===== src/rtl/router_pkg.sv =====
`default_nettype none
// +--------------------------------------------------------------------+
// | router_pkg : constants shared by the router FSM, FIFOs and regs    |
// | Rev 1.0                                                            |
// +--------------------------------------------------------------------+
package router_pkg;

  localparam int         DATA_W_DEF     = 8;
  localparam logic [1:0] ADDR_INVALID   = 2'b11;
  localparam logic       PARITY_RST_BIT = 1'b0;

  function automatic logic addr_valid(input logic [1:0] addr);
    return addr != ADDR_INVALID;
  endfunction

endpackage
`default_nettype wire


===== src/rtl/router_if.sv =====
`default_nettype none
// +--------------------------------------------------------------------+
// | router_if : controller/source side signals of the router register  |
// | Rev 1.0                                                            |
// +--------------------------------------------------------------------+
interface router_if
  import router_pkg::*;
#(
  parameter int DATA_W = DATA_W_DEF
) ();

  logic              pkt_valid;
  logic [DATA_W-1:0] data_in;
  logic              fifo_full;
  logic              detect_add;
  logic              lfd_state;
  logic              ld_state;
  logic              laf_state;
  logic              full_state;
  logic              rst_int_reg;
  logic [DATA_W-1:0] dout;
  logic              parity_done;
  logic              low_packet_valid;
  logic              err;

  modport master (
    output pkt_valid, data_in, fifo_full, detect_add, lfd_state, ld_state,
           laf_state, full_state, rst_int_reg,
    input  dout, parity_done, low_packet_valid, err
  );

  modport slave (
    input  pkt_valid, data_in, fifo_full, detect_add, lfd_state, ld_state,
           laf_state, full_state, rst_int_reg,
    output dout, parity_done, low_packet_valid, err
  );

endinterface
`default_nettype wire


===== src/rtl/router_parity.sv =====
`default_nettype none
// +--------------------------------------------------------------------+
// | router_parity : running and received packet parity, error flag     |
// | Rev 1.0                                                            |
// +--------------------------------------------------------------------+
module router_parity
  import router_pkg::*;
#(
  parameter int DATA_W = DATA_W_DEF
) (
  input  wire logic              clk,
  input  wire logic              rst,
  input  wire logic              detect_add,
  input  wire logic              lfd_state,
  input  wire logic              ld_state,
  input  wire logic              pkt_valid,
  input  wire logic [DATA_W-1:0] data_in,
  input  wire logic [DATA_W-1:0] header,
  input  wire logic [DATA_W-1:0] hold,
  input  wire logic              cap_data,
  input  wire logic              cap_hold,
  input  wire logic              parity_done,
  output      logic              err
);

  localparam logic [DATA_W-1:0] C_PAR_RST = {DATA_W{PARITY_RST_BIT}};

  logic [DATA_W-1:0] r_int_par;
  logic [DATA_W-1:0] r_pkt_par;
  logic              r_err;

  // Bytes stalled by a full FIFO are folded in on arrival, never on replay.
  always_ff @(posedge clk) begin
    if (!rst) begin
      r_int_par <= C_PAR_RST;
      r_pkt_par <= C_PAR_RST;
      r_err     <= 1'b0;
    end else begin
      if (detect_add)
        r_int_par <= C_PAR_RST;
      else if (lfd_state)
        r_int_par <= r_int_par ^ header;
      else if (ld_state && pkt_valid)
        r_int_par <= r_int_par ^ data_in;

      if (detect_add)
        r_pkt_par <= C_PAR_RST;
      else if (cap_data)
        r_pkt_par <= data_in;
      else if (cap_hold)
        r_pkt_par <= hold;

      if (detect_add)
        r_err <= 1'b0;
      else if (parity_done)
        r_err <= (r_int_par != r_pkt_par);
    end
  end

  assign err = r_err;

endmodule
`default_nettype wire


===== src/rtl/router_reg.sv =====
`default_nettype none
// +--------------------------------------------------------------------+
// | router_reg : header/hold/output byte registers of the packet router |
// | Parity check built only with ROUTER_PARITY_CHK_EN.  Rev 1.0         |
// +--------------------------------------------------------------------+
module router_reg
  import router_pkg::*;
#(
  parameter int DATA_W = DATA_W_DEF
) (
  input wire logic clk,
  input wire logic rst,
  router_if.slave  bus
);

  logic [DATA_W-1:0] r_header;
  logic [DATA_W-1:0] r_hold;
  logic [DATA_W-1:0] r_dout;
  logic              r_parity_done;
  logic              r_low_pkt_valid;
  logic              w_cap_data;
  logic              w_cap_hold;
  logic              w_err;
  logic              w_unused_ok;

  assign w_cap_data  = bus.ld_state && !bus.pkt_valid;
  assign w_cap_hold  = bus.laf_state && r_low_pkt_valid && !r_parity_done;
  assign w_unused_ok = bus.full_state;

  always_ff @(posedge clk) begin
    if (!rst) begin
      r_header        <= '0;
      r_hold          <= '0;
      r_dout          <= '0;
      r_parity_done   <= 1'b0;
      r_low_pkt_valid <= 1'b0;
    end else begin
      if (bus.detect_add && bus.pkt_valid && addr_valid(bus.data_in[1:0]))
        r_header <= bus.data_in;

      if (bus.ld_state && bus.fifo_full)
        r_hold <= bus.data_in;

      // A byte refused by a full FIFO reappears from r_hold in load-after-full.
      if (bus.lfd_state)
        r_dout <= r_header;
      else if (bus.ld_state && !bus.fifo_full)
        r_dout <= bus.data_in;
      else if (bus.laf_state)
        r_dout <= r_hold;

      if (bus.detect_add)
        r_parity_done <= 1'b0;
      else if (w_cap_data || w_cap_hold)
        r_parity_done <= 1'b1;

      if (bus.rst_int_reg)
        r_low_pkt_valid <= 1'b0;
      else if (w_cap_data)
        r_low_pkt_valid <= 1'b1;
    end
  end

`ifdef ROUTER_PARITY_CHK_EN
  router_parity #(
    .DATA_W (DATA_W)
  ) u_parity (
    .clk         (clk),
    .rst         (rst),
    .detect_add  (bus.detect_add),
    .lfd_state   (bus.lfd_state),
    .ld_state    (bus.ld_state),
    .pkt_valid   (bus.pkt_valid),
    .data_in     (bus.data_in),
    .header      (r_header),
    .hold        (r_hold),
    .cap_data    (w_cap_data),
    .cap_hold    (w_cap_hold),
    .parity_done (r_parity_done),
    .err         (w_err)
  );
`else
  assign w_err = 1'b0;
`endif

  assign bus.dout             = r_dout;
  assign bus.parity_done      = r_parity_done;
  assign bus.low_packet_valid = r_low_pkt_valid;
  assign bus.err              = w_err;

endmodule
`default_nettype wire

===== src/flat_wrapper.sv =====
// flat-port wrapper written by rule: the top's interface ports become plain ports
module router_reg_flat import router_pkg::*;
#(
  parameter int DATA_W = DATA_W_DEF
)
  (clk, rst, bus_pkt_valid, bus_data_in, bus_fifo_full, bus_detect_add, bus_lfd_state, bus_ld_state, bus_laf_state, bus_full_state, bus_rst_int_reg, bus_dout, bus_parity_done, bus_low_packet_valid, bus_err);
  router_if #(.DATA_W(DATA_W)) bus_i ();
  input wire logic clk;
  input wire logic rst;
  input wire logic [$bits(bus_i.pkt_valid)-1:0] bus_pkt_valid;
  input wire logic [$bits(bus_i.data_in)-1:0] bus_data_in;
  input wire logic [$bits(bus_i.fifo_full)-1:0] bus_fifo_full;
  input wire logic [$bits(bus_i.detect_add)-1:0] bus_detect_add;
  input wire logic [$bits(bus_i.lfd_state)-1:0] bus_lfd_state;
  input wire logic [$bits(bus_i.ld_state)-1:0] bus_ld_state;
  input wire logic [$bits(bus_i.laf_state)-1:0] bus_laf_state;
  input wire logic [$bits(bus_i.full_state)-1:0] bus_full_state;
  input wire logic [$bits(bus_i.rst_int_reg)-1:0] bus_rst_int_reg;
  output wire logic [$bits(bus_i.dout)-1:0] bus_dout;
  output wire logic [$bits(bus_i.parity_done)-1:0] bus_parity_done;
  output wire logic [$bits(bus_i.low_packet_valid)-1:0] bus_low_packet_valid;
  output wire logic [$bits(bus_i.err)-1:0] bus_err;
  assign bus_i.pkt_valid = bus_pkt_valid;
  assign bus_i.data_in = bus_data_in;
  assign bus_i.fifo_full = bus_fifo_full;
  assign bus_i.detect_add = bus_detect_add;
  assign bus_i.lfd_state = bus_lfd_state;
  assign bus_i.ld_state = bus_ld_state;
  assign bus_i.laf_state = bus_laf_state;
  assign bus_i.full_state = bus_full_state;
  assign bus_i.rst_int_reg = bus_rst_int_reg;
  assign bus_dout = bus_i.dout;
  assign bus_parity_done = bus_i.parity_done;
  assign bus_low_packet_valid = bus_i.low_packet_valid;
  assign bus_err = bus_i.err;
  router_reg #(.DATA_W(DATA_W)) u_core (.clk(clk), .rst(rst), .bus(bus_i));
endmodule

===== config.mk =====
export PLATFORM = sky130hd
export DESIGN_NAME = router_reg_flat
export DESIGN_NICKNAME = d
export VERILOG_FILES = /design/src/rtl/router_pkg.sv /design/src/rtl/router_if.sv /design/src/rtl/router_parity.sv /design/src/rtl/router_reg.sv /design/src/flat_wrapper.sv
export SDC_FILE = /design/constraint.sdc
export NUM_CORES = 1
export LEC_CHECK = 0
export ABC_CLOCK_PERIOD_IN_PS = 1300
export CAP_MARGIN = 5
export CORE_MARGIN = 5
export CORE_UTILIZATION = 45
export DETAILED_ROUTE_END_ITERATION = 10
export GPL_TIMING_DRIVEN = 0
export PLACE_DENSITY = 0.78
export SLEW_MARGIN = 15
export SYNTH_ARGS = -nofsm -noshare
export SYNTH_HDL_FRONTEND = slang
export SYNTH_SLANG_ARGS = --single-unit

===== constraint.sdc =====
create_clock -name clk -period 1.3 [get_ports clk]
set_input_delay 0.195 -clock clk [delete_from_list [all_inputs] [get_ports clk]]
set_output_delay 0.195 -clock clk [all_outputs]
set_load 0.01 [all_outputs]

* Yosys cells after proc, flatten, opt, wreduce, memory -nomap -nowiden
Cells that the tools add are included.
** Word-level totals
- Memory bits (read-only) :: 0
- Flip-flop bits (word level) :: 26
- Logic and storage cells :: 24
- RAM bits :: 0
- Bits of input ports :: 18
- Memories :: 0
- Output and inout port bits :: 11
- Bits in latches :: 0
** Cells by class
- Add/subtract/negate cells :: 0
- Muxes and demuxes :: 3
- Bitwise logic cells :: 1
- Reduce and logical (&&, ||, !) cells :: 14
- Shift-type cells :: 0
- Equality and inequality tests :: 1
- Multipliers :: 0
- Order comparisons :: 0
- Div/mod/pow operators :: 0
** Operators with widths (number)
- 2-to-1 mux 8 bit :: 3
- logical AND 1 bit :: 7
- OR reduction 2 bit :: 2
- logical NOT 1 bit :: 3
- nonzero test 3 bit :: 1
- != test 2 bit, second input constant :: 1
- logical OR 1 bit :: 1
- NOT 1 bit :: 1

* Logic depth before layout (Yosys ltp)
Gate-level depths: netlist (run 1).
- Depth in word-level cells :: 4
- Mapped depth :: 5
- Depth with buffers taken out :: 3

* Worst setup path before layout (run 1)
Ideal clock, no wire load.
- Path type :: input-to-reg
- Start :: input bus_fifo_full
- End :: register u_core.r_dout[7] (netlist: u_core.bus.dout[7])
- Data required time :: 1183 ps
- Arrival :: 1043 ps
- Stages :: 5
- Path slack :: 139 ps
- Cell sequence :: buf_6 nor2b_4 buf_12 o31a_4 a32o_2
** Between the ends
- Cells in the longest elaborated chain, start to end :: 4
** RTL lines
- from (decl) :: RTL line flat_wrapper.sv:12 : input wire logic [$bits(bus_i.fifo_full)-1:0] bus_fifo_full;
- logical NOT 1 bit (*) :: RTL line router_reg.sv:47 : else if (bus.ld_state && !bus.fifo_full)
- logical AND 1 bit (*) :: RTL line router_reg.sv:47
- 2-to-1 mux 8 bit :: RTL line router_reg.sv:47
- 2-to-1 mux 8 bit :: RTL line router_reg.sv:45 : if (bus.lfd_state)
- to (signal assigned) :: RTL line router_reg.sv:46 : r_dout <= r_header;
- to (signal assigned) :: RTL line router_reg.sv:48 : r_dout <= bus.data_in;
- to (signal assigned) :: RTL line router_reg.sv:50 : r_dout <= r_hold;
- to (decl) :: RTL line router_reg.sv:18 : logic [DATA_W-1:0] r_dout;
Mark *: on every way between the ends. The rest lies on a longest branch, timed or not.
A chain may end at the register's enable or synchronous reset.

* Final worst setup path (run 1)
- Start :: input bus_ld_state
- End :: register u_core.r_dout[7] (netlist: u_core.bus.dout[7])
** Between the ends
- Cells in the longest elaborated chain, start to end :: 3
** RTL lines
- from (decl) :: RTL line flat_wrapper.sv:15 : input wire logic [$bits(bus_i.ld_state)-1:0] bus_ld_state;
- logical AND 1 bit (*) :: RTL line router_reg.sv:47
- 2-to-1 mux 8 bit :: RTL line router_reg.sv:47
- 2-to-1 mux 8 bit :: RTL line router_reg.sv:45
Marked as above.

==> summary.txt, run 1 <==
Route
  • Drt drc: 0
  • Drt total wl: about 2.8 mm
  • Initial DRT Pass Iterations: 4
  • ANT nets after route: 0
  • Via density: about 5.4
  • Via count: 1068
  • WL/cell: 14.0 µm
  • DR iter-0 viols: 36

Global routing
  • Initial antenna violation count: 0
  • First-pass GRT wire length: 4.82 mm
  • Total track usage: 0.151
  • Largest net degree at the start of global routing: 16
  • Vias in the first global route: 1084
  • Grt total ovfl: 0

STA
  • Fmax: 0.790 GHz
  • Period utilization: 0.974
  • Slew Limit Fails: 0
  • Setup TNS: 0 ns
  • Setup ws final: 0.0335 ns
  • Final Hold Vio Count: 0
  • Worst clock skew: roughly 0.0026 ns
  • Tmin final: 1.27 ns
  • Setup violators final: 0

Clock network
  • H-tree depth: 1
  • Hold buffers post-CTS: 0
  • CTS tree: yes
  • Cts bufs inserted: 3
  • Clk sink count: 26
  • Root buffer cell: clkbuf_4
  • Clock Tree Buf Depth: 2
  • Clk pin slew, worst setup/hold paths: about 0.15 ns
  • Worst-skew pair later-pin latency: 0.33 ns

Synthesis
  • Cell area after synthesis: 0.00123 mm²
  • #FFs+latches synth: 26
  • Synth Area in Compound Gates: 0.185
  • Post-Synth Adder-Cell Area: 0
  • Part of the Yosys area used for sequential elements: 0.424
  • Distinct cells, synth: 30
  • Synth Instances: approximately 140
  • Post-Synth Simple-Gate Area: 0.265
  • Avg Cell Area, Syn: approximately 9 µm²
  • Yosys warning count: 0
  • Largest family of logic cells by synthesized area: simple AND/OR/NAND/NOR gates
  • Syn_nets: about 150
  • Xor/xnor share of the synthesized area: 0
  • Mux cell area share after synthesis: 0.0652

Final layout
  • Final std cells w/o fill: 196
  • NumNets Final: roughly 180
  • Area delta synth->final: 27.5%
  • Register area: 520 µm²
  • Most common cell after layout, fill and taps aside: dfxtp_1
  • Multi-input logic area: 638 µm²
  • Commonest cells after routing, fill and taps aside: dfxtp_1 (26), nor2_1 (17), a21oi_1 (16)
  • Fillers: 248
  • Number of inserted diodes: 0
  • Share of layout cells above drive strength 1: 0.139

Run status
  • Outcome: complete, no violations

Die
  • Die height: 62.2 µm
  • # IOs: 29
  • Core Area: between 0.002 and 0.003 mm²
  • Starting density of the core: 0.457
  • Die Wd: 62.2 µm
  • Die area: 0.00387 mm²
  • Row count: 19

Setup path
  • CP cell instances: clkdlybuf4s50_1 > nor2b_4 > buf_12 > o31a_4 > a32o_2
  • Setup CP Type: input port to register
  • CP arrival: 1.51 ns
  • CP max FO: 10
  • Worst Path Required: around 1.5 ns
  • Slowest-stage cell, CP: clkdlybuf4s50_1
  • Worst reg-to-reg path cell count: 2
  • Startpoint Class: input port
  • Max incr delay on CP: 0.43 ns
  • Crit end category: register

Placement
  • I/O Buffers: 25
  • DP HPWL: 2.18 mm
  • Routability cong.: approximately 0.8
  • DP Worst Slack: -0.423 ns
  • Placed insts: 192

Power
  • Leak: 0.000652 µW
  • Pwr Density: 1090 mW/mm²
  • Pwr Total: 1710 µW
  • Max VDD drop: 0.786 mV

Worst hold path
  • Hold Crit Depth: 3
  • Hold Crit Class: input port to register

Flow run
  • Max Cap Viol: 0
-- where the power goes --
| group | internal (µW) | switching (µW) | leakage, µW | total (µW) |
|---|---|---|---|---|
| clock | 312 | 253 | 0.0000279 | 565 |
| combinational | 146 | 144 | 0.000411 | 290 |
| sequential | 837 | 18.1 | 0.000213 | 855 |
-- cells by family (layout without fill, tap and decap cells) --
family,count (synthesis),after routing
AOI/OAI and AO/OA,34,34
buffers and inverters,10,39
DFF,26,26
muxes,8,8
other,1,1
and+or+nand+nor,57,57
-- cell usage after synthesis --
cell,n,area share
buf_4,2,0.012
and2_4,1,0.0071
nand4b_1,2,0.014
buf_12,1,0.016
clkbuf_2,1,0.0041
nand2b_1,5,0.025
nor4_4,1,0.017
dfxtp_1,26,0.42
nor3_1,2,0.0082
nor2_1,17,0.052
a211oi_1,1,0.0061
a32o_1,7,0.057
o21ai_0,8,0.033
nor2b_1,1,0.0051
or3b_1,2,0.014
buf_6,1,0.0092
or3b_2,4,0.029
buf_2,1,0.0041
a21oi_1,16,0.065
inv_2,1,0.0031
o31a_4,1,0.014
conb_1,1,0.0031
clkbuf_1,2,0.0061
or2b_1,3,0.018
nand2_1,10,0.031
a32o_2,1,0.0092
mux2i_1,8,0.065
nor2b_4,1,0.011
buf_1,1,0.0031
nand3_1,8,0.033
-- sequential cells by signal (all words and copies together), names as in the netlist --
register / flops
u_core.bus.dout: 8
u_core.bus.low_packet_valid: 1
u_core.bus.parity_done: 1
u_core.r_header: 8
u_core.r_hold: 8
-- metrics by stage --
step,utilization,hold WS [ns],cell area [µm²]
5_1_grt,0.583,0.148,1570
6_report,0.583,0.143,1570
2_1_floorplan,-,0.272,1230
4_1_cts,0.579,0.140,1560
3_3_place_gp,0.565,0.445,1520
3_5_place_dp,0.565,0.449,1520
-- worst paths after layout --
path,startpoint,slack [ns],endpoint
max,bus_ld_state,0.03,u_core.bus.dout[7]
min,bus_fifo_full,0.14,u_core.r_hold[2]
min reg2reg,u_core.r_hold[2],0.46,u_core.r_hold[2]
max reg2reg,u_core.r_header[7],0.39,u_core.bus.dout[7]
-- worst max-delay path: cells and delay by family --
kind,cells,cell delay [ns]
AOI/OAI and AO/OA,2,0.59
buffers and inverters,2,0.57
and+or+nand+nor,1,0.14
-- routing by layer --
metal	GRT usage	part of all wire
met1	0.188	0.43
met2	0.258	0.51
met3	0.0270	0.043
met4	0.0488	0.011
met5	0	0
-- final cells by class --
class,count,share of cell area
multi-input combinational,100,0.408
sequential,26,0.333
timing repair buffer,25,0.154
buffer,9,0.0448
tap,31,0.0248
clock inverter,1,0.0192
clock buffer,3,0.0144
inverter,1,0.00240
-- timing repair --
action                                 4_1_cts  5_1_grt
endpoints found under the hold margin        0        0
resized for setup                           11        8
setup endpoints to repair                   11       12
buffers inserted                             0        0
cloned                                       0        0
(Power assumes the default switching activity.)
==> run 2, diff against run 1 <==
--- a/config.mk
+++ b/config.mk
@@ -12,6 +12,7 @@
 export DETAILED_ROUTE_END_ITERATION = 10
 export GPL_TIMING_DRIVEN = 0
 export PLACE_DENSITY = 0.78
+export SKIP_CTS_REPAIR_TIMING = 1
 export SLEW_MARGIN = 15
 export SYNTH_ARGS = -nofsm -noshare
 export SYNTH_HDL_FRONTEND = slang
==> run 2 against run 1 <==
Compared with the run above: combinational power grew 3%; non-clock buffer count is the same; utilization grew 1.6 points; clock power grew 1%; first-iteration DRC count shrank 44%; clock skew grew 0.0010 ns; hold slack lost 0.0088 ns; final cell count is the same; total power grew 1.1%; sequential share of layout area shrank 0.80 points; fmax grew 1.2%; count of clock-buffer cells in the layout is the same; critical endpoint unchanged; largest power group unchanged.
==> summary.txt, run 2 (synthesized netlist as in run 1, its figures left out) <==
Die
  • Starting density of the core: 0.457
  • Row count: 19
  • Die area: between 0.003 and 0.004 mm²
  • # IOs: 29
  • Die Wd: 62.2 µm
  • Die height: 62.2 µm
  • Core Area: 0.00269 mm²

Route
  • Via density: between 5 and 6
  • Drt drc: 0
  • ANT nets after route: 0
  • Drt total wl: between 2 and 3 mm
  • Initial DRT Pass Iterations: 4
  • WL/cell: 14.6 µm
  • DR iter-0 viols: 20
  • Via count: 1062

Placement
  • Routability cong.: 0.794
  • I/O Buffers: 25
  • DP HPWL: 2.18 mm
  • Placed insts: 192

STA
  • Period utilization: 0.963
  • Fmax: roughly 0.80 GHz
  • Setup violators final: 0
  • Worst clock skew: roughly 0.0036 ns
  • Slew Limit Fails: 0
  • Final Hold Vio Count: 0
  • Tmin final: 1.25 ns

Setup path
  • CP arrival: 1.50 ns
  • CP max FO: 10
  • Crit end category: register
  • Startpoint Class: input port
  • Worst reg-to-reg path cell count: 2
  • Worst Path Required: 1.55 ns
  • Setup CP Type: input port to register

Global routing
  • Largest net degree at the start of global routing: 16
  • Grt total ovfl: 0
  • Vias in the first global route: 1084
  • Initial antenna violation count: 0
  • First-pass GRT wire length: 4.82 mm
  • Total track usage: 0.151

Clock network
  • Root buffer cell: clkbuf_4
  • Clk pin slew, worst setup/hold paths: 0.15 ns
  • Clock Tree Buf Depth: 2
  • CTS tree: yes
  • Worst-skew pair later-pin latency: 0.34 ns
  • Cts bufs inserted: 3
  • H-tree depth: 1
  • Clk sink count: 26

Final layout
  • Final std cells w/o fill: around 200
  • Area delta synth->final: 31.0%
  • Number of inserted diodes: 0
  • Util after Layout: 0.599
  • NumNets Final: between 150 and 200
  • Commonest cells after routing, fill and taps aside: dfxtp_1 (25), nor2_1 (17), a21oi_1 (16)
  • Share of layout cells above drive strength 1: 0.145
  • Most common cell after layout, fill and taps aside: dfxtp_1

Run status
  • Outcome: complete, no violations

Power
  • Leak: 0.000783 µW
  • Max VDD drop: 0.735 mV
  • Pwr Density: 1080 mW/mm²

Worst hold path
  • Hold Crit Depth: 3
  • Hold Crit Class: input port to register

Flow run
  • Max Cap Viol: 0
[run 2: changes by cell type in the layout (fill, tap and decap cells not counted)]
cell,before,now
dfxtp_1,26,25
dlygate4sd2_1,11,0
dfxtp_2,0,1
dlymetal6s2s_1,2,13
[run 2: per-layer routing]
layer,vias up,GRT usage,wire [µm]
met5,-,0,0
met4,0,0.0488,63
met3,6,0.0270,126
met2,25,0.258,1450
met1,493,0.188,1210
li1,538,-,-
[run 2: final timing paths]
kind | start | end | slack, ns
setup / recovery | bus_ld_state | u_core.bus.dout[7] | 0.05
hold / removal | bus_fifo_full | u_core.r_hold[2] | 0.13
setup reg to reg | u_core.r_header[7] | u_core.bus.dout[7] | 0.40
hold reg to reg | u_core.r_hold[2] | u_core.r_hold[2] | 0.46
[run 2: where the power goes]
part	switching [µW]	internal [µW]	total, µW	leakage, µW
sequential	18.0	838	856	0.000213
clock	261	312	573	0.0000279
combinational	145	155	300	0.000542
[run 2: cell type report]
cell class,instances,area (µm²)
fill,238,1080
inverter,1,3.75
clock inverter,1,30.0
clock buffer,3,22.5
tap,31,38.8
timing repair buffer,25,283
sequential,26,522
buffer,9,70.1
multi-input combinational,100,638
[run 2: metrics by stage]
stage / TNS (ns) / hold WS, ns / instance area, µm² / setup WS [ns] / total power, µW
floorplan: 0 / 0.272 / 1230 / 0.139 / 1040
CTS: -1.35 / 0.140 / 1570 / -0.160 / 1730
finish: 0 / 0.134 / 1610 / 0.0485 / 1730
detailed placement: -7.44 / 0.449 / 1520 / -0.423 / 1180
global route: -0.00302 / 0.148 / 1610 / -0.00302 / 1790
global placement: -6.68 / 0.445 / 1520 / -0.413 / 1170
[run 2: critical path: stages]
cell             delay, ns
clkdlybuf4s50_1       0.43
nor2b_4               0.14
buf_12                0.14
o31a_4                0.32
a32o_2                0.27
